==> src/rtl/alu_pkt_pkg.sv <==
// Shared types and constants for the UART-ALU packet controller.
// Header layout, opcodes and FSM state encoding.
package alu_pkt_pkg;

    typedef enum logic [2:0] {
        IDLE,
        RSVD,
        LEN_LO,
        LEN_HI,
        ECHO,
        ACC,
        RESP,
        DROP
    } state_t;

    localparam int HDR_LEN        = 4;
    localparam int HDR_OFS_OP     = 0;
    localparam int HDR_OFS_RSVD   = 1;
    localparam int HDR_OFS_LEN_LO = 2;
    localparam int HDR_OFS_LEN_HI = 3;

    localparam logic [7:0] OP_ECHO  = 8'hEC;
    localparam logic [7:0] OP_ADD32 = 8'hAD;

    typedef struct packed {
        logic [7:0]  op;
        logic [15:0] rem;
    } hdr_t;

    // Payload bytes after the header; short lengths mean no payload.
    function automatic logic [15:0] payload_len(input logic [15:0] len);
        return (len <= 16'(HDR_LEN)) ? 16'd0 : len - 16'(HDR_LEN);
    endfunction

endpackage

==> src/rtl/alu_pkt_hdr_parser.sv <==
// Header parser: walks IDLE..LEN_HI, latches opcode and length.
// Emits hdr_done with the decoded header on the LEN_HI byte.
module alu_pkt_hdr_parser
    import alu_pkt_pkg::*;
(
    input  logic       clk_i,
    input  logic       rst_ni,
    input  state_t     state_i,
    input  logic       rx_fire_i,
    input  logic [7:0] rx_data_i,
    output state_t     hdr_nxt_o,
    output logic       hdr_done_o,
    output hdr_t       hdr_o
);

    logic [7:0] op_q;
    logic [7:0] len_lo_q;
    logic [1:0] pos;
    logic       in_hdr;

    // Map header states onto their byte offset within the header.
    always_comb begin
        pos    = 2'(HDR_OFS_LEN_HI);
        in_hdr = 1'b1;
        unique case (state_i)
            IDLE:    pos = 2'(HDR_OFS_OP);
            RSVD:    pos = 2'(HDR_OFS_RSVD);
            LEN_LO:  pos = 2'(HDR_OFS_LEN_LO);
            LEN_HI:  pos = 2'(HDR_OFS_LEN_HI);
            default: in_hdr = 1'b0;
        endcase
    end

    // Advance to the next header state; LEN_HI exit is owned by the top.
    always_comb begin
        hdr_nxt_o = state_i;
        unique case (state_i)
            IDLE:    hdr_nxt_o = RSVD;
            RSVD:    hdr_nxt_o = LEN_LO;
            LEN_LO:  hdr_nxt_o = LEN_HI;
            default: hdr_nxt_o = state_i;
        endcase
    end

    // Latch opcode and low length byte as they arrive.
    always_ff @(posedge clk_i or negedge rst_ni) begin
        if (!rst_ni) begin
            op_q     <= 8'h00;
            len_lo_q <= 8'h00;
        end else if (in_hdr && rx_fire_i) begin
            if (pos == 2'(HDR_OFS_OP))
                op_q <= rx_data_i;
            if (pos == 2'(HDR_OFS_LEN_LO))
                len_lo_q <= rx_data_i;
        end
    end

    assign hdr_done_o = in_hdr && rx_fire_i &&
                        (pos == 2'(HDR_OFS_LEN_HI));
    assign hdr_o.op   = op_q;
    assign hdr_o.rem  = payload_len({rx_data_i, len_lo_q});

endmodule

==> src/rtl/alu_pkt_ctrl.sv <==
// Packet sequencer between UART RX/TX and the ALU datapath.
// Executes ECHO and ADD32 commands; unknown opcodes are dropped.
module alu_pkt_ctrl
    import alu_pkt_pkg::*;
#(
    parameter logic [7:0] OP_ECHO  = alu_pkt_pkg::OP_ECHO,
    parameter logic [7:0] OP_ADD32 = alu_pkt_pkg::OP_ADD32,
    parameter int         ACC_W    = 32
) (
    input  logic       clk_i,
    input  logic       rst_ni,
    input  logic [7:0] rx_data_i,
    input  logic       rx_valid_i,
    output logic       rx_ready_o,
    output logic [7:0] tx_data_o,
    output logic       tx_valid_o,
    input  logic       tx_ready_i,
    output logic       busy_o,
    output logic       pkt_done_o,
    output logic       bad_op_o
);

    localparam int NB = ACC_W / 8;

    state_t             state_q, state_d;
    logic [7:0]         tx_data_q, tx_data_d;
    logic               tx_valid_q, tx_valid_d;
    logic [15:0]        rem_q, rem_d;
    logic [ACC_W-1:0]   acc_q, acc_d;
    logic [31:0]        word_q, word_d;
    logic [1:0]         idx_q, idx_d;
    logic [7:0]         cnt_q, cnt_d;
    logic               done_q, done_d;
    logic               bad_q, bad_d;

    logic               rx_fire;
    logic               tx_fire;
    logic               hdr_done;
    hdr_t               hdr;
    state_t             hdr_nxt;
    logic               is_echo;
    logic               is_add;
    logic [31:0]        word_nxt;
    logic [7:0]         cnt_sel;
    logic [7:0]         resp_byte;
    logic               last_resp;

    alu_pkt_hdr_parser u_hdr (
        .clk_i      (clk_i),
        .rst_ni     (rst_ni),
        .state_i    (state_q),
        .rx_fire_i  (rx_fire),
        .rx_data_i  (rx_data_i),
        .hdr_nxt_o  (hdr_nxt),
        .hdr_done_o (hdr_done),
        .hdr_o      (hdr)
    );

    // Echo stops taking bytes once its payload is exhausted.
    always_comb begin
        rx_ready_o = 1'b1;
        unique case (state_q)
            ECHO:    rx_ready_o = (rem_q != 16'd0) &&
                                  (!tx_valid_q || tx_ready_i);
            RESP:    rx_ready_o = 1'b0;
            default: rx_ready_o = 1'b1;
        endcase
    end

    assign rx_fire   = rx_valid_i && rx_ready_o;
    assign tx_fire   = tx_valid_q && tx_ready_i;
    assign is_echo   = (hdr.op == OP_ECHO);
    assign is_add    = (hdr.op == OP_ADD32);
    assign word_nxt  = word_q | (32'(rx_data_i) << {idx_q, 3'b000});
    assign last_resp = (cnt_q == 8'(NB - 1));
    assign cnt_sel   = tx_fire ? cnt_q + 8'd1 : cnt_q;
    assign resp_byte = 8'(acc_q >> {cnt_sel, 3'b000});

    // Next-state and datapath updates for the packet FSM.
    always_comb begin
        state_d    = state_q;
        tx_data_d  = tx_data_q;
        tx_valid_d = tx_valid_q;
        rem_d      = rem_q;
        acc_d      = acc_q;
        word_d     = word_q;
        idx_d      = idx_q;
        cnt_d      = cnt_q;
        done_d     = 1'b0;
        bad_d      = 1'b0;
        unique case (state_q)
            IDLE, RSVD, LEN_LO: begin
                if (rx_fire)
                    state_d = hdr_nxt;
            end
            LEN_HI: begin
                if (hdr_done) begin
                    rem_d = hdr.rem;
                    unique case (1'b1)
                        is_echo: begin
                            if (hdr.rem == 16'd0) begin
                                done_d  = 1'b1;
                                state_d = IDLE;
                            end else begin
                                state_d = ECHO;
                            end
                        end
                        is_add: begin
                            state_d = (hdr.rem == 16'd0) ? RESP : ACC;
                        end
                        default: begin
                            bad_d   = 1'b1;
                            state_d = (hdr.rem == 16'd0) ? IDLE : DROP;
                        end
                    endcase
                end
            end
            ECHO: begin
                if (rx_fire) begin
                    tx_data_d  = rx_data_i;
                    tx_valid_d = 1'b1;
                    rem_d      = rem_q - 16'd1;
                end else if (tx_fire) begin
                    tx_valid_d = 1'b0;
                end
                if (rem_q == 16'd0 && (!tx_valid_q || tx_ready_i)) begin
                    tx_valid_d = 1'b0;
                    done_d     = 1'b1;
                    state_d    = IDLE;
                end
            end
            ACC: begin
                if (rx_fire) begin
                    rem_d = rem_q - 16'd1;
                    if (idx_q == 2'd3 || rem_q == 16'd1) begin
                        acc_d  = acc_q + ACC_W'(word_nxt);
                        word_d = 32'd0;
                        idx_d  = 2'd0;
                    end else begin
                        word_d = word_nxt;
                        idx_d  = idx_q + 2'd1;
                    end
                    if (rem_q == 16'd1)
                        state_d = RESP;
                end
            end
            RESP: begin
                if (!tx_valid_q) begin
                    tx_data_d  = resp_byte;
                    tx_valid_d = 1'b1;
                end else if (tx_fire) begin
                    if (last_resp) begin
                        tx_valid_d = 1'b0;
                        cnt_d      = 8'd0;
                        acc_d      = '0;
                        done_d     = 1'b1;
                        state_d    = IDLE;
                    end else begin
                        cnt_d     = cnt_q + 8'd1;
                        tx_data_d = resp_byte;
                    end
                end
            end
            DROP: begin
                if (rx_fire) begin
                    rem_d = rem_q - 16'd1;
                    if (rem_q == 16'd1)
                        state_d = IDLE;
                end
            end
            default: state_d = IDLE;
        endcase
    end

    // State and datapath registers; reset discards any pending TX byte.
    always_ff @(posedge clk_i or negedge rst_ni) begin
        if (!rst_ni) begin
            state_q    <= IDLE;
            tx_data_q  <= 8'h00;
            tx_valid_q <= 1'b0;
            rem_q      <= 16'd0;
            acc_q      <= '0;
            word_q     <= 32'd0;
            idx_q      <= 2'd0;
            cnt_q      <= 8'd0;
            done_q     <= 1'b0;
            bad_q      <= 1'b0;
        end else begin
            state_q    <= state_d;
            tx_data_q  <= tx_data_d;
            tx_valid_q <= tx_valid_d;
            rem_q      <= rem_d;
            acc_q      <= acc_d;
            word_q     <= word_d;
            idx_q      <= idx_d;
            cnt_q      <= cnt_d;
            done_q     <= done_d;
            bad_q      <= bad_d;
        end
    end

    assign tx_data_o  = tx_data_q;
    assign tx_valid_o = tx_valid_q;
    assign busy_o     = (state_q != IDLE);
    assign pkt_done_o = done_q;
    assign bad_op_o   = bad_q;

endmodule

==> config.mk <==
export PLATFORM = sky130hd
export DESIGN_NAME = alu_pkt_ctrl
export DESIGN_NICKNAME = d
export VERILOG_FILES = /design/src/rtl/alu_pkt_pkg.sv /design/src/rtl/alu_pkt_hdr_parser.sv /design/src/rtl/alu_pkt_ctrl.sv
export SDC_FILE = /design/constraint.sdc
export NUM_CORES = 1
export LEC_CHECK = 0
export CAP_MARGIN = 10
export CELL_PAD_IN_SITES_DETAIL_PLACEMENT = 0
export CELL_PAD_IN_SITES_GLOBAL_PLACEMENT = 1
export CORE_MARGIN = 5
export CORE_UTILIZATION = 49
export DETAILED_ROUTE_END_ITERATION = 16
export GPL_TIMING_DRIVEN = 0
export HOLD_SLACK_MARGIN = 0.08
export PLACE_DENSITY = 0.92
export SLEW_MARGIN = 20
export SYNTH_ARGS = -nofsm -noshare
export SYNTH_HDL_FRONTEND = slang
export SYNTH_SLANG_ARGS = --single-unit
==> constraint.sdc <==
create_clock -name clk_i -period 4.4 [get_ports clk_i]
set_input_delay 0.66 -clock clk_i [delete_from_list [all_inputs] [get_ports clk_i]]
set_output_delay 0.66 -clock clk_i [all_outputs]
set_load 0.01 [all_outputs]
# Word level (Yosys, flattened, before mapping)
# Index checks and enable logic that the tools add are counted.
# classes
add_sub_neg	5
magnitude_cmp	1
eq_ne	31
shift	2
mux	56
bitwise_logic	1
reduce_logical	31
# op_table
op	count
$mux 32	6
$pmux 32 s2	1
$mux 16	3
$mux 8	6
$mux 3	12
$add 32x32->32	1
$logic_not 16->1	2
$or 32x32->32	1
$pmux 16 s2	1
$shl 8x5->32	1
$shr 32x11->8	1
$pmux 3 s6	1
$mux 1	17
$eq 16x1->1 const B	1
$eq 8x8->1 const B	2
$le 16x3->1 const B	1
$ne 2x2->1 const B	8
$pmux 8 s2	1
$reduce_bool 16->1	1
$sub 16x1->16 const B	1
$sub 16x3->16 const B	1
$eq 3x3->1 const B	4
$reduce_and 11->1	1
$ne 2x1->1 const B	5
other kinds (29)	48
# totals
register_bits	120
output_inout_bits	13

# Logic depth before layout (Yosys ltp)
# Gate-level depths: netlist of the first run.
# depth
ltp_word	9
ltp_mapped	14

# Cells and area by module
# Synthesis of the first run repeated with hierarchy kept, for this count alone.
# hier_totals
hier_cells	900
hier_area_um2	8315.5
# by_module_without_submodules
module	instances	cells_each	area_per_inst_um2	seq_area_each_um2
alu_pkt_ctrl	1	797	7285.7	2602.5
alu_pkt_hdr_parser	1	103	1029.7	400.4

# Worst setup path after synthesis of the first run
# No wires, ideal clock.
# synth_timing
path_kind	input-to-reg
from	input port rx_data_i[2]
to	register acc_q[31]
setup_ns	0.069
arrival_time_ns	3.476
required_time_ns	4.331
setup_slack_ns	0.856
path_stages	12
path_buffers	1
path_cell_list	buf_1 > a21o_1 > ha_1 > nand4_2 > or4_1 > o211a_1 > a2111o_1 > a21oi_2 > o2111ai_1 > and3_1 > or3_1 > nand3_1
# synth_via
elab_chain_len	6
# synth_lines
item	line_no	rtl
from (decl)	alu_pkt_ctrl.sv:12	input logic [7:0] rx_data_i,
$shl 8x5->32	alu_pkt_ctrl.sv:74	assign word_nxt = word_q | (32'(rx_data_i) << {idx_q, 3'b000});
$or 32x32->32	alu_pkt_ctrl.sv:74	
$add 32x32->32	alu_pkt_ctrl.sv:136	acc_d = acc_q + ACC_W'(word_nxt);
$mux 32	alu_pkt_ctrl.sv:135	if (idx_q == 2'd3 || rem_q == 16'd1) begin
$mux 32	alu_pkt_ctrl.sv:133	if (rx_fire) begin
$pmux 32 s2	alu_pkt_ctrl.sv:91	unique case (state_q)
to (signal assigned)	alu_pkt_ctrl.sv:182	acc_q <= '0;
to (signal assigned)	alu_pkt_ctrl.sv:193	acc_q <= acc_d;
to (decl)	alu_pkt_ctrl.sv:29	logic [ACC_W-1:0] acc_q, acc_d;
# Every way passes these cells. The select of a mux whose other input is x is not followed.
# A chain may end at the register's enable or synchronous reset.

# Final worst setup path of the first run
# Same ends and word-level chain as after synthesis.

==> qor.yml, run 1 <==
yosysTopAreaCell: "dfrtp_1"
fin_crit_sh: 0.964
async_flop_share: 1.00
grt_start_max_net_pins: 72
pwr_density_cell_mw_per_mm2: 655
worstSetupPathType: "primary input to register"
hold_path_class: "primary input to async pin"
synth_xor_area_frac: 0.0417
p_leak_nw: 4.21
drt_wl_total_mm: 21.8
place_congestion: 0.891
root_buffer: "clkbuf_16"
dieArea_sq_mm: 0.0190
final_cells: 1143
hold_violations: 0
synth_edf_count: 0
clkLatencyLatePin_ns: 0.42
wl_per_cell_um: 19.1
syn_area_sq_mm: 0.00799
synthCells: 874
cp_max_fo: 10
yosys_register_bits: 120
top_layer: "met4"
synth.distinct_cells: 79
core_sq_mm: 0.0159
maxCapViolCount: 0
io_pins: 25
drc: 0
syn2layout_area_growth_pct: 14.2
setup_viol: 0
critical_path_required_ns: 4.75
synth_top_family_by_area: "compound AO/OA/AOI/OAI gates"
status: "completed"
yosys.area_share.simple: 0.172
antenna_found_initial: 0
place_area_sq_mm: 0.00850
wl_met3_mm: 1.26
fin_nets: 966
finalCriticalPeriod_ns: 4.24
grt_pass1_vias: 6704
stdcell_area_sq_mm: 0.00912
dp.cells: 1112
ys_seq_area_frac: 0.376
rows: 46
avgSynthCellArea_sq_um: 9.14
htreeDepth: 4
wl_met2_mm: 10.0
die_w_um: 138
end_kind: "register"
via_per_inst: 6.11
hold_buffers: 0
dp_hpwl_mm: 15.8
critPathLaunchType: "primary input"
slew_headroom: 0.379
grt_usage: 0.241
cp_data_arrival_time_ns: 4.59
synth_ff_type: "dfrtp_1"
cts_resized: 0
yosys_warnings: 0
synthTopCellsByArea: "dfrtp_1 (38%), ha_1 (6.0%), nand2_1 (4.8%), a22o_1 (4.7%), a21o_1 (4.2%)"
drive_gt1_frac: 0.0971
dr.pass1.iters: 5
cts.sinks: 120
post-cts-setup-buffers: 0
diodes: 0
gr-total-overflow: 0
first_iter_violations: 557
start_util: 0.501
synth_fp_nets: 925
cts_tree: "built"
fin_worst_skew_ns: 0.00830
cts_max_path_buffers: 2
peakVddDrop_uv: 405
grt_first_pass_wirelength_mm: 35.4
synthAdderAreaFrac: 0.0620
rsz0062_at_grt: "false"
nFillCells: 1466
cts.clk_slew.worst_paths_ns: 0.05
vias: 6985
maxSlewViolCount: 0
max_slew.worst_pin.slew_ns: 0.905
antenna_left: 0
synth_compound_area_frac: 0.260
cts_inserted_buffers: 17
timing.fmax_ghz: 0.236
portBuffers: 21
wl_met1_mm: 9.96
synth_top_area_share: 0.376
synth_mux_area_frac: 0.0448
die-height_um: 138
-- logic make-up after synthesis --
family,count (synthesis)
AOI/OAI and AO/OA,300
xor gates and xnor gates,38
and+or+nand+nor,278
buffers and inverters,75
muxes,24
DFF,120
adders and majority gates,39
-- cell usage after synthesis, types with 3 or more instances --
library cell and n:
a211oi_1 3, a21boi_0 10, a21o_1 45, a21oi_1 55
a22o_1 43, a22oi_1 10, a31oi_1 7, a32o_1 3
and2_1 8, and3_1 8, buf_1 5, buf_2 6
buf_4 3, clkbuf_1 33, dfrtp_1 120, ha_1 38
inv_1 21, mux2_2 13, mux4_2 8, nand2_1 102
nand2b_1 9, nand3_1 23, nand3b_1 4, nand4_1 9
nor2_1 42, nor2b_1 11, nor3_1 21, nor3b_1 3
nor4_1 8, o211ai_1 10, o21a_1 8, o21ai_0 40
o21ai_1 21, o22ai_1 6, o31ai_1 12, o41ai_1 3
or2_2 3, or3_1 9, or4_1 5, xnor2_1 23
xor2_1 15
-- worst max-delay path, cell delays in order --
cell,delay [ns]
clkdlybuf4s50_1,0.53
buf_1,0.52
a21o_1,0.25
ha_1,0.26
nand4_2,0.18
or4_1,0.53
o211a_1,0.17
a2111o_1,0.47
a21oi_2,0.22
o2111ai_1,0.19
and3_1,0.19
or3_1,0.34
nand3_1,0.09
-- final cells by class --
cell class	count	area, sq um	area share
buffer	52	256	0.0281
clock buffer	24	492	0.0539
clock inverter	7	116	0.0128
inverter	23	88.8	0.00974
multi-input combinational	679	4650	0.510
sequential	120	3000	0.329
tap	216	270	0.0296
timing repair buffer	22	239	0.0262
-- registers in the layout, indices dropped and copies added (netlist names) --
register / cells
acc_q: 32
word_q: 32
rem_q: 16
cnt_q: 8
tx_data_o: 8
u_hdr.len_lo_q: 8
u_hdr.op_q: 8
state_q: 3
idx_q: 2
bad_op_o: 1
pkt_done_o: 1
tx_valid_o: 1
-- metrics by stage --
step | hold slack (ns) | total power, mW | setup TNS, ns | utilization | worst slack [ns]
after floorplan | 0.364 | 3.74 | 0 | - | 0.856
after global routing | 0.230 | 6.37 | 0 | 0.572 | 0.0206
final | 0.191 | 5.98 | 0 | 0.572 | 0.160
after global placement | 0.463 | 4.42 | -264.42 | 0.531 | -2.21
after detailed placement | 0.483 | 4.47 | -0.321 | 0.533 | -0.227
after CTS | 0.200 | 5.94 | 0 | 0.571 | 0.200
-- cell usage in the layout (no fill, tap or decap), types with 21 or more instances in the layout --
cell / instances
nor3_1: 21
o21ai_1: 21
a21o_1: 45
a22o_1: 43
a21oi_1: 55
xnor2_1: 23
clkbuf_1: 36
dfrtp_1: 120
inv_1: 21
nand3_1: 23
ha_1: 38
nor2_1: 42
o21ai_0: 40
nand2_1: 102
-- power by group --
group | total (mW) | leakage, nW | switching (mW) | internal [mW]
Combinational | 2.71 | 2.35 | 1.54 | 1.17
Clock | 1.46 | 0.296 | 0.509 | 0.947
Sequential | 1.81 | 1.57 | 0.348 | 1.46
-- worst paths after layout --
| path | start | endpoint | depth (start not counted) | slack [ns] |
|---|---|---|---|---|
| setup / recovery | rx_data_i[2] | acc_q[31]$_DFFE_PN0P_ | 13 | 0.16 |
| hold / removal | rst_ni | cnt_q[4]$_DFFE_PN0P_ | 1 | 0.19 |
| setup reg to reg | idx_q[0]$_DFFE_PN0P_ | acc_q[31]$_DFFE_PN0P_ | 13 | 0.45 |
| hold reg to reg | tx_data_o[7]$_DFFE_PN0P_ | tx_data_o[7]$_DFFE_PN0P_ | 2 | 0.49 |
| max in group asynchronous | rst_ni | acc_q[10]$_DFFE_PN0P_ | 2 | 3.48 |
| min in group clk_i | tx_data_o[7]$_DFFE_PN0P_ | tx_data_o[7]$_DFFE_PN0P_ | 2 | 0.49 |
-- metal layers --
metal,global-route usage,up-vias
met1,0.332,3376
met4,0.0804,0
li1,-,3313
met2,0.383,244
met3,0.0471,52
met5,0,-
(Power assumes the default switching activity.)
==> run 2, diff against run 1 <==
- CAP_MARGIN: 10 -> unset
- GPL_TIMING_DRIVEN: 0 -> unset
==> run 2 against run 1 <==
Compared with the run above:
- worst setup slack gained 0.47 ns
- clock skew shrank 0.0017 ns
- critical path depth is the same
- total power grew 0.22%
- highest routed layer unchanged
- combinational power shrank 3%
- largest cell class unchanged
- wire length shrank 1.2%
- flip-flop and latch count is the same
==> qor.yml, run 2 (synthesis gave the netlist of run 1 again) <==
syn2layout_area_growth_pct: 13.3
peakVddDrop_uv: 302  # -25%
cp.buffers_inverters: 1  # -1
status: "completed"
hold_violations: 0  # unchanged
rsz0062_at_grt: "false"
hold_path_class: "primary input to async pin"
fin_crit_sh: 0.858  # -0.106
stdcell_area_sq_mm: 0.00905  # -0.78%
place_congestion: 0.899  # +0.91%
place_area_sq_mm: 0.00841  # -1.1%
grt_first_pass_wirelength_mm: 34.9  # -1.6%
dr.pass1.iters: 6  # +1
vias: 6888  # -1.4%
fin_ws_ns: 0.625  # +0.465 ns
pwr_density_cell_mw_per_mm2: 662  # +1.0%
gr-total-overflow: 0  # unchanged
wl_per_cell_um: 19.3  # +1.3%
drt_wl_total_mm: 21.6  # -1.2%
dp_hpwl_mm: 15.1  # -4.0%
maxCapViolCount: 0  # unchanged
dieArea_sq_mm: 0.0190  # unchanged
via_per_inst: 6.18  # +1.1%
fin_worst_skew_ns: 0.00657  # -0.00173 ns
largestRegisters: "acc_q: 32 flops, word_q: 32 flops, rem_q: 16 flops"
drive_gt1_frac: 0.110  # +0.0130
cp_max_fo: 8  # -2
grt_usage: 0.237  # -0.00451
p_leak_nw: 4.19  # -0.41%
max_slew.worst_pin.slew_ns: 0.819  # -0.0857 ns
critPathLaunchType: "register"
dp_slack_ns: 0.348  # +0.574 ns
grt_pass1_vias: 6566  # -2.1%
cts.sinks: 120  # unchanged
cts_max_path_buffers: 2  # unchanged
root_buffer: "clkbuf_16"
cts_tree: "built"
final_cell_mix: "dfrtp_1 (120), nand2_1 (102), a21oi_1 (55), a21o_1 (45), a22o_1 (43)"
clkLatencyLatePin_ns: 0.43  # about the same
cts.clk_slew.worst_paths_ns: 0.06  # about the same
htreeDepth: 4  # unchanged
portBuffers: 24  # +14%
finalCriticalPeriod_ns: 3.77  # -0.465 ns
worstSetupPathType: "register to register"
max_stage_delay_ns: 0.54  # about the same
fin_nets: 937  # -3.0%
post-cts-setup-buffers: 0  # unchanged
first_iter_violations: 581  # +4.3%
cts_inserted_buffers: 17  # unchanged
core_sq_mm: 0.0159  # unchanged
grt_start_max_net_pins: 77  # +6.9%
critical_path_required_ns: 4.76  # about the same
hold_buffers: 0  # unchanged
layout_commonest_cell: "dfrtp_1"
tns_ns: 0  # unchanged
start_util: 0.501  # unchanged
die_w_um: 138  # unchanged
slew_headroom: 0.440  # +0.0603
antenna_left: 0  # unchanged
die-height_um: 138  # unchanged
maxSlewViolCount: 0  # unchanged
cts_resized: 0  # unchanged
drc: 0  # unchanged
timing.fmax_ghz: 0.265  # +12%
cp_data_arrival_time_ns: 4.14  # -0.45 ns
diodes: 0  # unchanged
crit_path_top_delay_cell: "or4_1"
path_delay_family: "simple AND/OR/NAND/NOR gates"
antenna_found_initial: 0  # unchanged
end_kind: "register"
io_pins: 25  # unchanged
rows: 46  # unchanged
setup_viol: 0  # unchanged
crit_path_cell_trace: "nor2b_1 -> buf_4 -> a21o_1 -> ha_1 -> nand4_2 -> or4_1 -> o211a_1 -> a2111o_1 -> a21oi_2 -> o2111ai_1 -> and3_1 -> or3_1 -> nand3_1"
-- run 2: worst reg2reg max path, stage by stage (launching register included) --
cell and delay, ns:
dfrtp_1 0.44, nor2b_1 0.16, buf_4 0.18, a21o_1 0.22, ha_1 0.41, nand4_2 0.18
or4_1 0.54, o211a_1 0.16, a2111o_1 0.46, a21oi_2 0.21, o2111ai_1 0.16, and3_1 0.18
or3_1 0.33, nand3_1 0.08
-- run 2: layout make-up --
| class | instances | area (sq um) |
|---|---|---|
| flip-flops and latches | 120 | 3000 |
| multi-input cells | 679 | 4640 |
| well taps | 216 | 270 |
| clock inverters | 15 | 204 |
| clock buffers | 17 | 425 |
| fillers | 1406 | 6900 |
| inverters | 23 | 88.8 |
| repair buffers | 45 | 412 |
-- run 2: worst paths after layout --
kind / cells past startpoint / slack (ns) / from / endpoint
worst max register to register: 13 / 0.63 / idx_q[0]$_DFFE_PN0P_ / acc_q[31]$_DFFE_PN0P_
worst max-delay path: 13 / 0.63 / idx_q[0]$_DFFE_PN0P_ / acc_q[31]$_DFFE_PN0P_
min in group clk_i: 2 / 0.49 / tx_data_o[0]$_DFFE_PN0P_ / tx_data_o[0]$_DFFE_PN0P_
worst min-delay path: 1 / 0.28 / rst_ni / cnt_q[7]$_DFFE_PN0P_
worst min register to register: 2 / 0.49 / tx_data_o[0]$_DFFE_PN0P_ / tx_data_o[0]$_DFFE_PN0P_
max in group asynchronous: 2 / 3.41 / rst_ni / acc_q[11]$_DFFE_PN0P_
-- run 2: where the power goes --
group          internal (mW)  switching [mW]  total, mW
clock network          0.947           0.541       1.49
registers               1.46           0.405       1.87
logic                   1.17            1.47       2.64
total                   3.58            2.41       5.99
-- run 2: per-layer routing --
layer	global-route usage	part of all wire	vias to the layer above
met5	0	0	-
met4	0.0953	0.030	0
met3	0.0438	0.062	46
met2	0.384	0.47	266
met1	0.313	0.44	3314
li1	-	-	3262
-- run 2: through the flow --
stage / power [mW] / util / instances / hold WS (ns)
after floorplan: 3.74 / - / 874 / 0.364
after global placement: 4.41 / 0.527 / 1083 / 0.465
after detailed placement: 4.46 / 0.527 / 1083 / 0.483
after CTS: 5.96 / 0.567 / 1115 / 0.453
after global routing: 6.38 / 0.567 / 1115 / 0.326
final: 5.99 / 0.567 / 1115 / 0.278
==> run 3, diff against run 2 <==
- CORE_UTILIZATION: 49 -> 25
- PLACE_DENSITY: 0.92 -> 0.58
==> run 3 against run 2 <==
Compared with the run above:
- critical endpoint unchanged
- final cell count up 17%
- fmax about the same
- largest power group unchanged
- sequential share of layout area down 0.70 points
- critical path type unchanged
==> qor.yml, run 3 (synthesis gave the netlist of run 1 again) <==
slew_headroom: 0.387  # -0.0528
dr.pass1.iters: 5  # -1
fin_nets: 943  # +0.64%
start_util: 0.253  # -0.248
post-cts-setup-buffers: 0  # unchanged
register_area_sq_mm: 0.00300  # unchanged
antenna_found_initial: 0  # unchanged
max_slew.worst_pin.slew_ns: 0.920  # +0.100 ns
drt_wl_total_mm: 24.5  # +14%
drc: 0  # unchanged
layout_commonest_cell: "dfrtp_1"
max_stage_delay_ns: 0.53  # about the same
fin_worst_skew_ns: 0.0129  # +0.00633 ns
grt_usage: 0.139  # -0.0982
timing.fmax_ghz: 0.265  # about the same
cts_resized: 0  # unchanged
tns_ns: 0  # unchanged
cp_data_arrival_time_ns: 4.14  # about the same
p_leak_nw: 4.19  # about the same
clkLatencyLatePin_ns: 0.44  # about the same
reg2reg_depth: 13  # unchanged
hold_buffers: 0  # unchanged
grt_pass1_vias: 6506  # -0.91%
hold_violations: 0  # unchanged
grt_start_max_net_pins: 64  # -17%
htreeDepth: 4  # unchanged
largestRegisters: "acc_q: 32 flops, word_q: 32 flops, rem_q: 16 flops"
rows: 65  # +41%
drive_gt1_frac: 0.114  # +0.00369
via_per_inst: 5.08  # -18%
syn2layout_area_growth_pct: 15.7
nFillCells: 3320  # +140%
cts_tree: "built"
peakVddDrop_uv: 336  # +11%
cts.sinks: 120  # unchanged
multi_input_area_sq_mm: 0.00464  # -0.11%
vias: 6646  # -3.5%
cp_max_fo: 8  # unchanged
fin_crit_sh: 0.858  # about the same
root_buffer: "clkbuf_16"
maxSlewViolCount: 0  # unchanged
rsz0062_at_grt: "false"
pwr_density_cell_mw_per_mm2: 642  # -3.0%
maxCapViolCount: 0  # unchanged
finalCriticalPeriod_ns: 3.78  # +0.000572 ns
critical_path_required_ns: 4.77  # about the same
setup_viol: 0  # unchanged
io_pins: 25  # unchanged
gr-total-overflow: 0  # unchanged
cts_max_path_buffers: 2  # unchanged
crit_path_top_delay_cell: "or4_1"
final_cell_mix: "dfrtp_1 (120), nand2_1 (102), a21oi_1 (55), a21o_1 (45), a22o_1 (43)"
dp_hpwl_mm: 17.7  # +17%
first_iter_violations: 389  # -33%
crit_path_cell_trace: "nor2b_1 -> buf_4 -> a21o_1 -> ha_1 -> nand4_2 -> or4_1 -> o211a_1 -> a2111o_1 -> a21oi_2 -> o2111ai_1 -> and3_1 -> or3_1 -> nand3_1"
end_kind: "register"
cts.clk_slew.worst_paths_ns: 0.07  # about the same
worstSetupPathType: "register to register"
antenna_left: 0  # unchanged
wl_per_cell_um: 18.8  # -2.9%
die_w_um: 189  # +37%
critPathLaunchType: "register"
status: "completed"
place_congestion: 0.794  # -12%
diodes: 0  # unchanged
core_sq_mm: 0.0316  # +98%
die-height_um: 189  # +37%
portBuffers: 24  # unchanged
grt_first_pass_wirelength_mm: 39.0  # +12%
dieArea_sq_mm: 0.0356  # +88%
cts_inserted_buffers: 17  # unchanged
hold_path_class: "primary input to async pin"
power_mw: 5.93  # -0.97%
run 3: layer usage:
layer  global-route usage  wire, um
met3               0.0243       713
met2                0.212     10900
met5                    0         0
met1                0.205     12700
met4               0.0300       232
run 3: cell type report:
cell class / count / share of cell area
tap: 402 / 0.0544
inverter: 23 / 0.00961
sequential: 120 / 0.325
clock buffer: 19 / 0.0479
timing repair buffer: 51 / 0.0477
multi-input combinational: 679 / 0.502
clock inverter: 13 / 0.0134
run 3: metrics by stage:
step | cell area (sq um) | hold slack, ns | util | instances | setup slack [ns]
after floorplan | 7990 | 0.364 | - | 874 | 0.856
after global placement | 8670 | 0.464 | 0.275 | 1275 | 0.295
after detailed placement | 8670 | 0.475 | 0.275 | 1275 | 0.281
after CTS | 9240 | 0.388 | 0.293 | 1307 | 0.594
after global routing | 9240 | 0.432 | 0.293 | 1307 | 0.355
final | 9240 | 0.329 | 0.293 | 1307 | 0.625
run 3: where the power goes:
| group | total, mW | internal [mW] | switching [mW] |
|---|---|---|---|
| Combinational | 2.68 | 1.19 | 1.49 |
| Clock | 1.38 | 0.796 | 0.582 |
| Sequential | 1.87 | 1.46 | 0.415 |
run 3: critical path, delay by kind of cell, from the launching register on:
| kind | cells | cell delay [ns] |
|---|---|---|
| DFF | 1 | 0.44 |
| buffers and inverters | 1 | 0.17 |
| and+or+nand+nor | 6 | 1.45 |
| AOI/OAI and AO/OA | 5 | 1.24 |
| adders and majority gates | 1 | 0.41 |
run 3: path summary, 6_finish.rpt:
check | start | to | slack (ns)
setup / recovery | idx_q[0]$_DFFE_PN0P_ | acc_q[31]$_DFFE_PN0P_ | 0.62
hold / removal | rst_ni | cnt_q[7]$_DFFE_PN0P_ | 0.33
setup reg to reg | idx_q[0]$_DFFE_PN0P_ | acc_q[31]$_DFFE_PN0P_ | 0.62
max in group asynchronous | rst_ni | acc_q[5]$_DFFE_PN0P_ | 3.03
hold reg to reg | word_q[1]$_DFFE_PN0P_ | word_q[1]$_DFFE_PN0P_ | 0.49
min in group clk_i | word_q[1]$_DFFE_PN0P_ | word_q[1]$_DFFE_PN0P_ | 0.49
